$ cat config.mk
export PLATFORM = sky130hd
export DESIGN_NAME = audio_request_arbiter
export DESIGN_NICKNAME = d
export VERILOG_FILES = /design/src/rtl/audio_pkg.sv /design/src/rtl/audio_prio_enc.sv /design/src/rtl/audio_request_arbiter.sv
export SDC_FILE = /design/constraint.sdc
export NUM_CORES = 1
export LEC_CHECK = 0
export CAP_MARGIN = 10
export CORE_MARGIN = 4
export CORE_UTILIZATION = 39
export DETAILED_ROUTE_END_ITERATION = 12
export GPL_ROUTABILITY_DRIVEN = 0
export PLACE_DENSITY = 0.65
export SYNTH_ARGS = -nofsm -noshare
export SYNTH_HDL_FRONTEND = slang
export SYNTH_SLANG_ARGS = --single-unit
$ cat constraint.sdc
create_clock -name clk -period 4.2 [get_ports clk]
set_input_delay 0.42 -clock clk [delete_from_list [all_inputs] [get_ports clk]]
set_output_delay 0.42 -clock clk [all_outputs]
set_load 0.03 [all_outputs]
$ cat src/rtl/audio_pkg.sv
// Shared audio definitions: sound codes, arbiter state encoding, and code width.
package audio_pkg;

  localparam int CODE_W = 3;

  localparam logic [CODE_W-1:0] SND_PLAY  = 3'd0;
  localparam logic [CODE_W-1:0] SND_LEVEL = 3'd2;
  localparam logic [CODE_W-1:0] SND_WORLD = 3'd3;
  localparam logic [CODE_W-1:0] SND_LIFE  = 3'd4;
  localparam logic [CODE_W-1:0] SND_WIN   = 3'd5;
  localparam logic [CODE_W-1:0] SND_LOSE  = 3'd6;

  typedef enum logic [1:0] {
    IDLE  = 2'd0,
    ISSUE = 2'd1,
    WAIT  = 2'd2,
    GAP   = 2'd3
  } arb_state_t;

endpackage

$ cat src/rtl/audio_prio_enc.sv
// Combinational highest-index-wins priority encoder; zero latency, no flow control.
module audio_prio_enc
  import audio_pkg::*;
#(
  parameter int NUM_SOUNDS = 7
) (
  input  logic [NUM_SOUNDS-1:0] req_vec,
  output logic [CODE_W-1:0]     code,
  output logic                  vld
);

  // Ascending scan: the last set bit seen is the highest index, which wins.
  always_comb begin
    code = '0;
    vld  = 1'b0;
    for (int i = 0; i < NUM_SOUNDS; i++) begin
      if (req_vec[i]) begin
        code = CODE_W'(i);
        vld  = 1'b1;
      end
    end
  end

endmodule

$ cat src/rtl/audio_request_arbiter.sv
// Pends one-cycle sound requests and issues them one at a time to the sequencer; grant 1 clk after pend, enable lasts 1 clk.
// A busy sequencer holds new requests in pending (coalesced); AUDIO_ARB_WATCHDOG_EN adds a WAIT-state timeout.
module audio_request_arbiter
  import audio_pkg::*;
#(
  parameter int NUM_SOUNDS     = 7,
  parameter int GAP_CYCLES     = 16,
  parameter int TIMEOUT_CYCLES = 1 << 24
) (
  input  logic                  clk,
  input  logic                  reset,
  input  logic [NUM_SOUNDS-1:0] req,
  input  logic                  flush,
  input  logic                  seq_end,
  output logic                  seq_enable,
  output logic [CODE_W-1:0]     seq_select,
  output logic                  busy,
  output logic [NUM_SOUNDS-1:0] pending,
  output logic                  timeout
);

  localparam int GW = (GAP_CYCLES > 0) ? $clog2(GAP_CYCLES + 1) : 1;
  localparam logic [GW-1:0] GAP_LAST = GW'(GAP_CYCLES - 1);
  // With no gap, end of sound returns straight to IDLE.
  localparam arb_state_t POST_END = (GAP_CYCLES == 0) ? IDLE : GAP;

  arb_state_t            state;
  logic [GW-1:0]         gap_cnt;
  logic [CODE_W-1:0]     win_code;
  logic                  win_vld;
  logic [NUM_SOUNDS-1:0] grant_mask;
  logic [NUM_SOUNDS-1:0] pend_next;

  audio_prio_enc #(.NUM_SOUNDS(NUM_SOUNDS)) u_prio (
    .req_vec (pending),
    .code    (win_code),
    .vld     (win_vld)
  );

  // New requests OR in after the grant clear, so a same-cycle request replays.
  always_comb begin
    grant_mask = '0;
    if (state == IDLE && win_vld) grant_mask = NUM_SOUNDS'(1) << win_code;
    pend_next = (pending & ~grant_mask) | req;
    if (flush) pend_next = '0;
  end

`ifdef AUDIO_ARB_WATCHDOG_EN
  localparam int WD_W = (TIMEOUT_CYCLES > 1) ? $clog2(TIMEOUT_CYCLES) : 1;
  localparam logic [WD_W-1:0] WD_LAST = WD_W'(TIMEOUT_CYCLES - 1);
  logic [WD_W-1:0] wd_cnt;
`else
  assign timeout = 1'b0;
`endif

  always_ff @(posedge clk or posedge reset) begin
    if (reset) begin
      state      <= IDLE;
      seq_enable <= 1'b0;
      seq_select <= '0;
      busy       <= 1'b0;
      pending    <= '0;
      gap_cnt    <= '0;
`ifdef AUDIO_ARB_WATCHDOG_EN
      wd_cnt     <= '0;
      timeout    <= 1'b0;
`endif
    end else begin
      seq_enable <= 1'b0;
      pending    <= pend_next;
      gap_cnt    <= '0;
`ifdef AUDIO_ARB_WATCHDOG_EN
      wd_cnt     <= '0;
      timeout    <= 1'b0;
`endif
      case (state)
        IDLE: begin
          if (win_vld) begin
            seq_select <= win_code;
            seq_enable <= 1'b1;
            busy       <= 1'b1;
            state      <= ISSUE;
          end
        end
        ISSUE: state <= WAIT;
        WAIT: begin
          if (seq_end) begin
            state <= POST_END;
            busy  <= (POST_END != IDLE);
          end
`ifdef AUDIO_ARB_WATCHDOG_EN
          else if (wd_cnt == WD_LAST) begin
            timeout <= 1'b1;
            state   <= POST_END;
            busy    <= (POST_END != IDLE);
          end else begin
            wd_cnt <= (wd_cnt == '1) ? wd_cnt : wd_cnt + 1'b1;
          end
`endif
        end
        GAP: begin
          if (gap_cnt == GAP_LAST) begin
            state <= IDLE;
            busy  <= 1'b0;
          end else begin
            gap_cnt <= (gap_cnt == '1) ? gap_cnt : gap_cnt + 1'b1;
          end
        end
        default: begin
          state <= IDLE;
          busy  <= 1'b0;
        end
      endcase
    end
  end

endmodule
==> key figures, run 1 <==
Logic synthesis
  • Mapped Cells: 90
  • Top-count cell post-synth: dfrtp_1
  • Post-synthesis cell type count: 34
  • Synth top area cells: dfrtp_1 48%, ha_1 6.3%, inv_1 3.8%
  • Yosys reg bits: 19
  • Syn Std Cell Area: 1001 sq um
  • Leading area contributor after synthesis: dfrtp_1
  • Main flop type after synthesis: dfrtp_1
  • Commonest cells in the netlist: 19 x dfrtp_1, 10 x inv_1, 5 x a21oi_1, 5 x ha_1, 5 x nor2_1
  • Yosys Warn Count: 0
  • Register area share after synthesis: 47.50%
  • Post-synth ARST share: 100.0%
  • Synth Net Count: 106
  • Number of flops mapped to enable cells by yosys: 0
  • Mean post-synth cell area: 11.12 sq um
  • Area share of the largest cell type after synthesis: 47.50%

Worst setup path
  • Worst R2R Setup Slack: 2510 ps
  • Critical Path Stages: 1
  • Worst path max stage delay: 740 ps
  • Crit path arrival time: 1570 ps
  • CP top delay family: buffers and inverters
  • Critical path launch point: pending[6]$_DFF_PP0_
  • CP Buf/Inv Count: 1
  • Worst path slowest cell: clkdlybuf4s50_1
  • Critical Path End Type: primary output
  • Worst r2r path cells: 4
  • FF-to-FF End: state[1]$_DFFE_PP0P_
  • Critical path type: reg -> out
  • Worst R2R Start: gap_cnt[0]$_DFFE_PP0P_
  • Crit Path Max Fanout: 9
  • Capture point of the critical path: pending[6]
  • Worst-path cell chain: clkdlybuf4s50_1
  • CP Launch Type: flop
  • Data required time of the worst path: 3780 ps

Layout
  • Layout Cells excl Fill: 145
  • Final net count: 132
  • Layout cells sized above 1: 8.696%
  • Synth-to-Final Area Change: 27.63%
  • Util after Layout: 52.04%
  • # diodes: 0

Clock tree
  • Number of post-CTS setup repair buffers: 0
  • CTS tree: yes
  • Hold buffer count at CTS: 0
  • Clk buf depth: 2
  • Total clock sinks: 19
  • CTS root buf: clkbuf_4
  • Total CTS buffers: 3
  • Clock Latency Late Sink: 290 ps
  • Post_cts resized: 0
  • Htree depth: 1
  • Clk slew on worst S/H paths: 110 ps

Timing
  • Setup violators final: 0
  • Count of pins over their slew limit: 0
  • Min cycle time layout: 1986 ps
  • Slew margin rel.: 51.33%
  • Fmax: 0.5036 GHz
  • Ratio of final minimum period to clock period: 47.28%
  • Setup Skew: 8.606 ps
  • Fin. Hold Viols: 0
  • RSZ-0062 raised after global routing: false
  • TNS Setup: 0 ps
  • Slew @ Worst Pin: 729.2 ps

Route
  • DRC Markers: 0
  • Post-Route WL: 1910 um
  • Initial drt markers: 13
  • Via density per instance: 5.303
  • Detail Route Antenna Nets: 0
  • Avg WL per Cell: 13.17 um
  • First-pass iteration count of the detailed router: 4
  • Via Count: 769

Floorplanning
  • Num ports: 24
  • Die ar.: 3441 sq um
  • Row cnt: 18
  • Core Box Area: 2455 sq um
  • Chip height: 58.66 um
  • Starting density of the core: 40.77%
  • Die width: 58.66 um

Worst hold path
  • Hold WC Path Type: reg -> reg
  • Hold path start: seq_select[0]$_DFFE_PP0P_

Global route
  • GRT Overall Usage: 12.74%
  • GR Overflow Total: 0
  • First-pass GRT wire length: 3332 um
  • Vias in the first global route: 744
  • Largest net degree at the start of global routing: 20
  • Antenna violations before repair: 0

Power
  • Peak VDD IR: 0.3348 mV
  • Power Density: 544.7 nW/um^2
  • P_leak: 0.5562 nW

Outcome
  • Outcome: complete, no violations

Place
  • I/O Buffers: 22
  • Cells after DPL: 141
  • Detail Placement HPWL: 1499 um

Flow run
  • Max_cap viols: 0
[stage by stage]
step	power [mW]	cell area, sq um	worst slack (ps)	hold WS (ps)
3_3_place_gp	0.6070	1251	2563	474.7
6_report	0.6958	1277	2214	499.2
2_1_floorplan	0.5006	1001	2667	371.1
4_1_cts	0.7078	1277	2200	504.4
3_5_place_dp	0.6140	1251	2509	478.4
5_1_grt	0.7528	1277	2130	545.5
[report_power, final]
part	internal, mW	total, mW	switching, mW
sequential	0.232	0.277	0.0447
combinational	0.159	0.329	0.170
clock	0.0370	0.0900	0.0531
total	0.428	0.696	0.268
[state kept, by name, indices dropped and copies added, names as in the netlist]
| register | flops |
|---|---|
| busy | 1 |
| gap_cnt | 5 |
| pending | 7 |
| seq_enable | 1 |
| seq_select | 3 |
| state | 2 |
[routing by layer]
layer	vias to the layer above	wire length (um)	GRT usage, %
met5	-	0	0
met4	0	10	1.942
met3	2	111	5.044
met2	19	923	21.05
met1	367	865	16.11
li1	381	-	-
[worst min path at each step]
stage	to	slack, ps	cells after the start
3_3_place_gp	seq_select[1]$_DFFE_PP0P_	470	1
3_5_place_dp	seq_select[0]$_DFFE_PP0P_	480	1
4_1_cts	seq_select[0]$_DFFE_PP0P_	500	1
2_1_floorplan	busy$_DFFE_PP0P_	370	1
6_report	seq_select[0]$_DFFE_PP0P_	500	1
5_1_grt	seq_select[0]$_DFFE_PP0P_	550	1
[cell type report]
type                    count  area [sq um]
flip-flops and latches     19         475.5
inverters                  10         37.54
repair buffers             22         220.2
multi-input cells          60         480.5
clock buffers               4         26.28
fillers                   227          1177
well taps                  30         37.54
[logic make-up (layout without fill, tap and decap cells)]
kind of cell | Yosys count | count (layout) | share of synthesized area (%)
AO/OA/AOI/OAI | 24 | 24 | 17.75
adder cells (fa/ha/maj) | 5 | 5 | 6.250
buffers and inverters | 11 | 36 | 4.501
flip-flops | 19 | 19 | 47.50
multiplexers | 5 | 5 | 5.375
other | 1 | 1 | 0.3746
AND/OR/NAND/NOR | 25 | 25 | 18.25
[layout by cell type (no fill, tap or decap), drive strengths merged]
master and instances:
nor2 5, o32a 1, inv 10, nand4b 1, nand4 1, mux2 3
mux2i 2, dfrtp 19, o31ai 3, or4b 1, and3 1, a21oi 6
nand2 2, ha 5, a221oi 1, a2111oi 1, a311oi 1, a211o 2
o21ba 1, nand3 2, a31oi 4, and2 3, or3b 1, nor3b 2
clkbuf 4, nor2b 2, nand2b 1, nor4 1, o21ai 4, conb 1
nor4b 1, nor3 1, clkdlybuf4s50 22
No activity file was read; power rests on OpenSTA's default activity.
==> run 2: changes to the inputs <==
--- a/config.mk
+++ b/config.mk
@@ -10,7 +10,7 @@
 export CORE_UTILIZATION = 39
 export DETAILED_ROUTE_END_ITERATION = 12
 export GPL_ROUTABILITY_DRIVEN = 0
-export PLACE_DENSITY = 0.65
+export PLACE_DENSITY = 0.68
 export SYNTH_ARGS = -nofsm -noshare
 export SYNTH_HDL_FRONTEND = slang
 export SYNTH_SLANG_ARGS = --single-unit
==> constraint.sdc (replaced) <==
create_clock -name clk -period 1.7 [get_ports clk]
set_input_delay 0.17 -clock clk [delete_from_list [all_inputs] [get_ports clk]]
set_output_delay 0.17 -clock clk [all_outputs]
set_load 0.03 [all_outputs]
==> run 2 against run 1 <==
Effect of this change:
- first-iteration DRC count grew to 3.5 times the previous value
- critical path type is now reg -> reg
- sequential cell count stayed put
- clock skew is 5.2 ps lower
- clock-buffer cell count is the same
- critical path depth rose by 4
- setup slack worse by 2100 ps
- core utilization increased by 2.0 points
==> key figures, run 2 (same netlist as run 1, synthesis figures left out) <==
Power
  • Peak VDD IR: 0.7496 mV
  • Power Density: 1365 nW/um^2
  • P_leak: 0.6111 nW

Worst setup path
  • Worst-path cell chain: inv_1, ha_4, nor4b_4, a221oi_2, mux2_1
  • Critical Path End Type: flop
  • Critical path type: reg -> reg
  • Critical path launch point: state[1]$_DFFE_PP0P_
  • Worst path slowest cell: dfrtp_1
  • Data required time of the worst path: 1880 ps
  • Crit Path Max Fanout: 5
  • CP top delay family: flip-flops
  • CP Buf/Inv Count: 1
  • CP Launch Type: flop
  • Worst path max stage delay: 400 ps
  • Crit path arrival time: 1780 ps
  • Worst R2R Start: state[1]$_DFFE_PP0P_

Timing
  • TNS Setup: 0 ps
  • Min cycle time layout: 1601 ps
  • Fmax: 0.6248 GHz
  • Fin. Hold Viols: 0
  • Ratio of final minimum period to clock period: 94.15%
  • Setup violators final: 0
  • Setup Skew: 3.423 ps
  • RSZ-0062 raised after global routing: false
  • Count of pins over their slew limit: 0

Layout
  • Final net count: 136
  • Biggest register: pending
  • # diodes: 0
  • Regs by FF count: pending x7, gap_cnt x5, seq_select x3
  • Layout cells sized above 1: 14.29%
  • Design area: 1328 sq um
  • Largest register FFs: 7
  • Commonest non-fill, non-tap cells in the layout: 19 x dfrtp_1, 16 x clkdlybuf4s50_1, 10 x inv_1
  • Layout Cells excl Fill: 149
  • Synth-to-Final Area Change: 32.62%
  • Commonest non-fill, non-tap cell in the layout: dfrtp_1

Route
  • DRC Markers: 0
  • First-pass iteration count of the detailed router: 4
  • Via density per instance: 5.235
  • Via Count: 780
  • Post-Route WL: 2013 um
  • Detail Route Antenna Nets: 0
  • Initial drt markers: 45
  • Avg WL per Cell: 13.51 um

Clock tree
  • CTS root buf: clkbuf_4
  • Clk buf depth: 2
  • Hold buffer count at CTS: 0
  • CTS tree: yes
  • Clk slew on worst S/H paths: 100 ps
  • Htree depth: 1
  • Total CTS buffers: 3
  • Total clock sinks: 19
  • Clock Latency Late Sink: 290 ps

Floorplanning
  • Die ar.: 3441 sq um
  • Die width: 58.66 um
  • Chip height: 58.66 um
  • Core Box Area: 2455 sq um
  • Starting density of the core: 40.77%
  • Num ports: 24
  • Row cnt: 18

Global route
  • GRT Overall Usage: 12.91%
  • Antenna violations before repair: 0
  • Largest net degree at the start of global routing: 20
  • First-pass GRT wire length: 3436 um
  • Vias in the first global route: 766
  • GR Overflow Total: 0

Place
  • Post-DP Area: 1266 sq um
  • Cells after DPL: 143
  • Detail Placement HPWL: 1541 um
  • I/O Buffers: 22

Flow run
  • Max_cap viols: 0

Outcome
  • Outcome: complete, no violations

Worst hold path
  • Hold WC Path Type: in -> async
-- run 2: cell types whose count changed in the layout (fill, tap and decap cells not counted), sizes merged --
cell           delta
clkdlybuf4s50     -6
buf               +4
dlygate4sd2       +4
dlymetal6s2s      +2
-- run 2: timing repair --
action                     4_1_cts  5_1_grt
cloned                           0        0
setup endpoints to repair        4        6
gates resized for setup          4        6
setup buffers                    0        2
pin swaps                        0        1
-- run 2: final timing paths --
path,slack [ps],depth (start not counted),endpoint
setup / recovery,100,5,state[1]$_DFFE_PP0P_
hold / removal,190,3,seq_select[0]$_DFFE_PP0P_
setup reg to reg,100,5,state[1]$_DFFE_PP0P_
hold reg to reg,500,1,seq_select[1]$_DFFE_PP0P_
max in group asynchronous,1310,3,state[0]$_DFFE_PP0P_
min in group clk,400,3,pending[5]$_DFF_PP0_
-- run 2: through the flow --
| stage | hold slack (ps) | total power [mW] | util [%] | worst slack (ps) |
|---|---|---|---|---|
| 2_1_floorplan | 121.1 | 1.237 | - | 167.1 |
| 3_3_place_gp | 477.8 | 1.496 | 51.58 | 125.0 |
| 3_5_place_dp | 485.6 | 1.529 | 51.58 | 38.77 |
| 4_1_cts | 199.7 | 1.749 | 52.45 | 5.739 |
| 5_1_grt | 233.9 | 1.962 | 54.08 | 7.719 |
| 6_report | 192.2 | 1.812 | 54.08 | 99.41 |
-- run 2: layer usage --
metal  share of wire (%)  up-vias  GRT usage (%)
met5                   0        -              0
met4                0.70        0          3.883
met3                 4.7        2          3.070
met2                  51       18          21.37
met1                  44      378          16.78
li1                    -      382              -
-- run 2: worst reg2reg max path: stages, from the launching register on --
cell and delay (ps):
dfrtp_1 400, inv_1 120, ha_4 160, nor4b_4 360, a221oi_2 120, mux2_1 330
-- run 2: layout make-up --
| cell class | instances | area [sq um] |
|---|---|---|
| clock buffers | 4 | 26.28 |
| fillers | 218 | 1127 |
| inverters | 10 | 37.54 |
| multi-input cells | 60 | 500.5 |
| flip-flops and latches | 19 | 475.5 |
| well taps | 30 | 37.54 |
| repair buffers | 26 | 250.2 |
-- run 2: power by group --
part           internal, mW  switching (mW)  leakage [nW]
clock network        0.0911           0.129        0.0150
registers             0.573          0.0990         0.239
logic                 0.451           0.469         0.357
==> run 3: changes to the inputs <==
--- a/config.mk
+++ b/config.mk
@@ -5,6 +5,7 @@
 export SDC_FILE = /design/constraint.sdc
 export NUM_CORES = 1
 export LEC_CHECK = 0
+export ABC_CLOCK_PERIOD_IN_PS = 1700
 export CAP_MARGIN = 10
 export CORE_MARGIN = 4
 export CORE_UTILIZATION = 39
==> results of run 3 <==
The final DEF is identical to that of run 2; final timing and power are the same.
